`src/rtl/dmem_responder_if.sv`:
```
// Request/response bundle between a CPU (master) and the wait-state data memory (slave).
// Carries the single-outstanding request, the ready pulse and the debug access counters.
interface dmem_responder_if #(
    parameter int AW    = 5,
    parameter int CNT_W = 16
);
    logic             req;
    logic             we;
    logic [AW-1:0]    addr;
    logic [31:0]      datain;
    logic             ready;
    logic [31:0]      dataout;
    logic             busy;
    logic [CNT_W-1:0] rd_cnt;
    logic [CNT_W-1:0] wr_cnt;

    modport master (
        output req, we, addr, datain,
        input  ready, dataout, busy, rd_cnt, wr_cnt
    );

    modport slave (
        input  req, we, addr, datain,
        output ready, dataout, busy, rd_cnt, wr_cnt
    );
endinterface

```
`src/rtl/dmem_responder.sv`:
```
// Word-addressed data RAM that accepts one request at a time, inserts LATENCY wait
// states and completes with a one-cycle ready pulse; keeps saturating access counters.
module dmem_responder #(
    parameter int AW      = 5,
    parameter int LATENCY = 2,
    parameter int CNT_W   = 16
) (
    input logic clk,
    input logic reset,
    dmem_responder_if.slave bus
);
    typedef enum logic [1:0] {
        IDLE,
        WAIT,
        RESP
    } state_t;

    localparam int DEPTH = 1 << AW;
    localparam logic [3:0] LAT = 4'(LATENCY);
    localparam logic [CNT_W-1:0] CNT_MAX = '1;

    state_t           state;
    logic [3:0]       wait_cnt;
    logic             we_l;
    logic [AW-1:0]    addr_l;
    logic [31:0]      data_l;
    logic [31:0]      mem [DEPTH];
    logic             ready_r;
    logic             busy_r;
    logic [31:0]      dataout_r;
    logic [CNT_W-1:0] rd_cnt_r;
    logic [CNT_W-1:0] wr_cnt_r;

    // Read data is fetched on the edge entering RESP so it is valid alongside ready;
    // writes and counter updates happen on the edge leaving RESP.
    always_ff @(posedge clk) begin
        if (reset) begin
            state     <= IDLE;
            wait_cnt  <= '0;
            we_l      <= 1'b0;
            addr_l    <= '0;
            data_l    <= '0;
            ready_r   <= 1'b0;
            busy_r    <= 1'b0;
            dataout_r <= '0;
            rd_cnt_r  <= '0;
            wr_cnt_r  <= '0;
            for (int i = 0; i < DEPTH; i++) begin
                mem[i] <= '0;
            end
        end else begin
            ready_r <= 1'b0;
            case (state)
                IDLE: begin
                    if (bus.req) begin
                        we_l     <= bus.we;
                        addr_l   <= bus.addr;
                        data_l   <= bus.datain;
                        wait_cnt <= LAT;
                        busy_r   <= 1'b1;
                        if (LATENCY == 0) begin
                            state   <= RESP;
                            ready_r <= 1'b1;
                            if (!bus.we) begin
                                dataout_r <= mem[bus.addr];
                            end
                        end else begin
                            state <= WAIT;
                        end
                    end
                end
                WAIT: begin
                    wait_cnt <= wait_cnt - 4'd1;
                    if (wait_cnt <= 4'd1) begin
                        state   <= RESP;
                        ready_r <= 1'b1;
                        if (!we_l) begin
                            dataout_r <= mem[addr_l];
                        end
                    end
                end
                RESP: begin
                    state  <= IDLE;
                    busy_r <= 1'b0;
                    if (we_l) begin
                        mem[addr_l] <= data_l;
                        if (wr_cnt_r != CNT_MAX) begin
                            wr_cnt_r <= wr_cnt_r + 1'b1;
                        end
                    end else if (rd_cnt_r != CNT_MAX) begin
                        rd_cnt_r <= rd_cnt_r + 1'b1;
                    end
                end
                default: begin
                    state  <= IDLE;
                    busy_r <= 1'b0;
                end
            endcase
        end
    end

    assign bus.ready   = ready_r;
    assign bus.busy    = busy_r;
    assign bus.dataout = dataout_r;
    assign bus.rd_cnt  = rd_cnt_r;
    assign bus.wr_cnt  = wr_cnt_r;
endmodule

```
`src/flat_wrapper.sv`:
```
// flat-port wrapper written by rule: the top's interface ports become plain ports
module dmem_responder_flat 
#(
    parameter int AW      = 5,
    parameter int LATENCY = 2,
    parameter int CNT_W   = 16
)
  (clk, reset, bus_req, bus_we, bus_addr, bus_datain, bus_ready, bus_dataout, bus_busy, bus_rd_cnt, bus_wr_cnt);
  dmem_responder_if #(.AW(AW), .CNT_W(CNT_W)) bus_i ();
  input logic clk;
  input logic reset;
  input wire logic [$bits(bus_i.req)-1:0] bus_req;
  input wire logic [$bits(bus_i.we)-1:0] bus_we;
  input wire logic [$bits(bus_i.addr)-1:0] bus_addr;
  input wire logic [$bits(bus_i.datain)-1:0] bus_datain;
  output wire logic [$bits(bus_i.ready)-1:0] bus_ready;
  output wire logic [$bits(bus_i.dataout)-1:0] bus_dataout;
  output wire logic [$bits(bus_i.busy)-1:0] bus_busy;
  output wire logic [$bits(bus_i.rd_cnt)-1:0] bus_rd_cnt;
  output wire logic [$bits(bus_i.wr_cnt)-1:0] bus_wr_cnt;
  assign bus_i.req = bus_req;
  assign bus_i.we = bus_we;
  assign bus_i.addr = bus_addr;
  assign bus_i.datain = bus_datain;
  assign bus_ready = bus_i.ready;
  assign bus_dataout = bus_i.dataout;
  assign bus_busy = bus_i.busy;
  assign bus_rd_cnt = bus_i.rd_cnt;
  assign bus_wr_cnt = bus_i.wr_cnt;
  dmem_responder #(.AW(AW), .LATENCY(LATENCY), .CNT_W(CNT_W)) u_core (.clk(clk), .reset(reset), .bus(bus_i));
endmodule
```
`config.mk`:
```
export PLATFORM = sky130hd
export DESIGN_NAME = dmem_responder_flat
export DESIGN_NICKNAME = d
export VERILOG_FILES = /design/src/rtl/dmem_responder_if.sv /design/src/rtl/dmem_responder.sv /design/src/flat_wrapper.sv
export SDC_FILE = /design/constraint.sdc
export NUM_CORES = 2
export LEC_CHECK = 0
export CAP_MARGIN = 25
export CORE_ASPECT_RATIO = 0.5
export CORE_UTILIZATION = 62
export CTS_CLUSTER_DIAMETER = 80
export DETAILED_ROUTE_END_ITERATION = 8
export PLACE_DENSITY_LB_ADDON = 0.25
export SETUP_SLACK_MARGIN = 0.02
export SKIP_CTS_REPAIR_TIMING = 1
export SYNTH_ARGS = -nofsm -noshare
export SYNTH_HDL_FRONTEND = slang
export SYNTH_SLANG_ARGS = --single-unit
```
`constraint.sdc`:
```
create_clock -name clk -period 2.6 [get_ports clk]
set_input_delay 0.39 -clock clk [delete_from_list [all_inputs] [get_ports clk]]
set_output_delay 0.39 -clock clk [all_outputs]
set_load 0.02 [all_outputs]
```
### Yosys cells after proc, flatten, opt, wreduce, memory -nomap -nowiden

Memories as Yosys holds them, arrays and structs flattened. A register that Yosys moved wholly into a read port is not among the register bits.
Cells that the tools add are included.

* $add $sub $neg: 3
* multiply operators: 0
* div/mod/pow operators: 0
* magnitude comparators: 1
* equal/unequal tests: 6
* shift operators: 0
* multiplexer cells: 17
* bitwise operators: 2
* reductions and logical operators: 11

Operators with widths (number)
* $add A16 B1 Y16 const B: 2
* $mux W32: 1
* $ne A16 B16 Y1 const B: 2
* $reduce_or A32 Y1: 1
* $mux W1: 9
* $reduce_and A3 Y1: 3
* $pmux W4 S2: 1
* $reduce_and A2 Y1: 4
* $mux W5: 1
* $le A4 B1 Y1 const B: 1
* $mux W2: 2
* $mux W4: 1
* $pmux W2 S2: 1
* $sub A4 B1 Y4 const B: 1
* $eq A2 B1 Y1 const B: 1
* $eq A2 B2 Y1 const B: 1
* $logic_not A2 Y1: 1
* $ne A2 B1 Y1 const B: 1
* $ne A2 B2 Y1 const B: 1
* $not A1 Y1: 2
* $pmux W1 S2: 1
* $reduce_bool A2 Y1: 1
* $reduce_or A2 Y1: 1

* register bits: 78
* bits in latches: 0
* memory bits (writable): 1024
* memory bits (read-only): 0
* input port bits: 41
* output and inout port bits: 66
* logic and storage cells: 50
* memories kept: 1

Memory list
* u_core.mem: words 32, width 32, rd ports 1, clocked after memory_dff 1, write ports 32, RTL line dmem_responder.sv:27 `logic [31:0] mem [DEPTH];`

### Longest topological paths before layout

* depth in word-level cells: 6
* depth in mapped cells: 9
* gate-level depth less buffers: 6

### Worst setup path after synthesis

Ideal clock, no wire load.

* path kind: input to register
* start: in reset
* end: mem u_core.mem[12][0] (enable)
* setup time: 0.375 ns
* arrival: 1.863 ns
* data required time: 2.225 ns
* setup slack: 0.362 ns
* stages: 5
* path buffers: 2
* cells stage by stage: clkbuf_1 or4_1 buf_2 nor2_2 or2_2

RTL lines
* from (decl): RTL line flat_wrapper.sv:11 `input logic reset;`
* to (decl): RTL line dmem_responder.sv:27

==> impl_metrics.tcl <==
set metrics [dict create \
    vias 32400 \
    grt_pass1_wl_um 209000 \
    cp.arrival_ps 3060 \
    dpl.hpwl_um 91900 \
    rr_startpoint "u_core.addr_l[1]$_SDFFE_PP0P_" \
    die_y_um 205 \
    area_growth_pct 13.3 \
    finalCritPeriodShare 0.969 \
    ios 107 \
    crit_top_cell "buf_4" \
    cp-startpoint "u_core.addr_l[1]$_SDFFE_PP0P_" \
    firstDrtPassIters 6 \
    wire_per_inst_um 29.3 \
    wirelength_um 145000 \
    vias_per_cell 6.55 \
    place.gp.congestion 0.927 \
    required_ps 3140 \
    antenna_found_initial 5 \
    grt_use_total 0.348 \
    layout_common_cells "and2_1 (1029), edfxtp_1 (1024), mux2i_1 (280), buf_4 (193), o22ai_1 (114)" \
    synth_edf_count 1024 \
    rsz0062_at_grt "no" \
    rows 73 \
    hold_violations 0 \
    crit_slowest_cell "dfxtp_4" \
    dieArea_mm2 0.0835 \
    status "complete, no violations" \
    worstHoldStart "bus_datain[16]" \
    cts.clk_slew.worst_paths_ps 70 \
    slew_headroom 0.252 \
    cts_root_buf "clkbuf_16" \
    irDropWorstVdd_mv 0.506 \
    final_common_cell "and2_1" \
    synth-seq-cells 1134 \
    fmax_mhz 397 \
    ys.warnings.count 0 \
    synth.top_cell.area_share 0.603 \
    nets 3824 \
    port_buffers 106 \
    hp-class "input pin to flop" \
    coreArea_mm2 0.0805 \
    setup_viol 0 \
    fp.dieW_um 408 \
    synth_fp_nets 3701 \
    first_global_vias 31500 \
    cp_max_fo 29 \
    drc_errors 0 \
    nFillCells 5053 \
    start_util 0.634 \
    p_leak_nw 20.5 \
    start_kind "flop" \
    finalClockSkew_ps 28.2 \
    crit_chain "buf_12 > buf_4 > buf_4 > mux4_2 > a22oi_1 > a311oi_1" \
    synth_area_leaders "edfxtp_1 (60%), and2_1 (13%), mux2i_1 (5.5%)" \
    power.density_mw_per_mm2 683 \
    finalSetupTns_ps 0 \
    end_kind "flop" \
    clk_latency_ps 710 \
    synth-seq-area-share 0.646 \
    ys.flop_type "edfxtp_1" \
    grt-ovfl-total 0 \
    worst_pin_slew_ps 1120 \
    cts_max_path_buffers 3 \
    grt_max_degree 90 \
    cts.sinks 1134 \
    drtIter0Drc 4879 \
    yosys.area.top_type "edfxtp_1" \
    ant_nets 0 \
    syn_area_mm2 0.0510 \
    slowest_delay_ps 610 \
    netlist_instances 3656 \
    htreeDepth 3 \
    period_needed_ps 2520 \
    synth_area_per_cell_um2 14.0 \
    critPathKind "flop to flop" \
    drv_slew 0 \
    max_cap_violations 0 \
    tritoncts "built" \
    synth.distinct_cells 70 \
    power.total_w 0.0395 \
    numCtsBuffers 96 \
    async_flop_share 0 \
    drive_above_1_share 0.157 \
]
==> path summary, 6_finish.rpt <==
| path | endpoint | slack [ps] | depth (start not counted) |
|---|---|---|---|
| max reg2reg | u_core.bus.dataout[8]$_SDFFE_PP0P_ | 80 | 6 |
| min | u_core.data_l[16]$_SDFFE_PP0P_ | 230 | 3 |
| min reg2reg | u_core.data_l[23]$_SDFFE_PP0P_ | 460 | 2 |
| max | u_core.bus.dataout[8]$_SDFFE_PP0P_ | 80 | 6 |
==> kinds of logic after synthesis <==
| group | count (synthesis) | share of synthesized area |
|---|---|---|
| and+or+nand+nor | 1430 | 0.169 |
| DFF | 1134 | 0.646 |
| muxes | 391 | 0.104 |
| AOI/OAI and AO/OA | 340 | 0.0443 |
| buffers and inverters | 339 | 0.0337 |
| xor gates and xnor gates | 18 | 0.00309 |
| adders and majority gates | 4 | 0.000981 |
==> state kept, by name, summed over array words and instances (netlist names), 2 cells and up <==
| name | count |
|---|---|
| u_core.data_l | 32 |
| u_core.bus.rd_cnt | 16 |
| u_core.bus.wr_cnt | 16 |
| u_core.mem | 1024 |
| u_core.wait_cnt | 4 |
| u_core.state | 2 |
| u_core.bus.dataout | 32 |
| u_core.addr_l | 5 |
==> Yosys cell counts (all sizes together), types with 6 or more instances <==
cell type  number
nor3           17
clkbuf        182
a211oi         28
xnor2          13
nor2b          22
nor4           19
dfxtp         110
a22o            9
mux2i         280
mux4          110
inv             8
nand2         102
and2         1029
buf           149
nand3          25
nor2          107
a311oi         31
o22ai         117
a21oi          86
nand4           8
or3             6
nand3b          6
edfxtp       1024
o21ai           7
or4            19
a22oi          42
or2            39
==> per-stage QoR <==
stage,cell area [µm²],std cells,setup slack [ps],hold WS (ps),utilization
2_1_floorplan,51000,3656,362,475,-
3_5_place_dp,54300,4761,44.5,448,0.675
5_1_grt,57800,4948,73.6,224,0.718
3_3_place_gp,54300,4759,78.2,442,0.674
6_report,57800,4952,79.9,234,0.719
4_1_cts,57600,4941,24.4,196,0.716
==> power by group <==
part / total (W) / leakage (nW) / switching, W / internal, W
Combinational: 0.00349 / 7.39 / 0.00219 / 0.00130
Clock: 0.0152 / 1.62 / 0.00668 / 0.00855
Sequential: 0.0208 / 11.5 / 0.000348 / 0.0204
Total: 0.0395 / 20.5 / 0.00922 / 0.0303
==> final cells by class <==
| class | count | area, µm² | area share |
|---|---|---|---|
| multi-input combinational | 2183 | 16400 | 0.284 |
| clock inverter | 47 | 529 | 0.00915 |
| tap | 1087 | 1360 | 0.0235 |
| antenna | 4 | 10.0 | 0.000173 |
| sequential | 1134 | 33000 | 0.570 |
| timing repair buffer | 356 | 3730 | 0.0645 |
| inverter | 8 | 30.0 | 0.000519 |
| clock buffer | 133 | 2770 | 0.0478 |
==> layer usage <==
layer  GRT usage  routed length, µm
met1       0.492              55600
met2       0.529              64800
met3      0.0755              18400
met4       0.144               6220
met5           0                 13
==> critical path, delay by kind of cell (launching register included) <==
kind                   cells  cell delay [ps]
DFF                        1              610
muxes                      1              330
buffers and inverters      3              670
AOI/OAI and AO/OA          2              700
No activity file was read; power rests on OpenSTA's default activity.
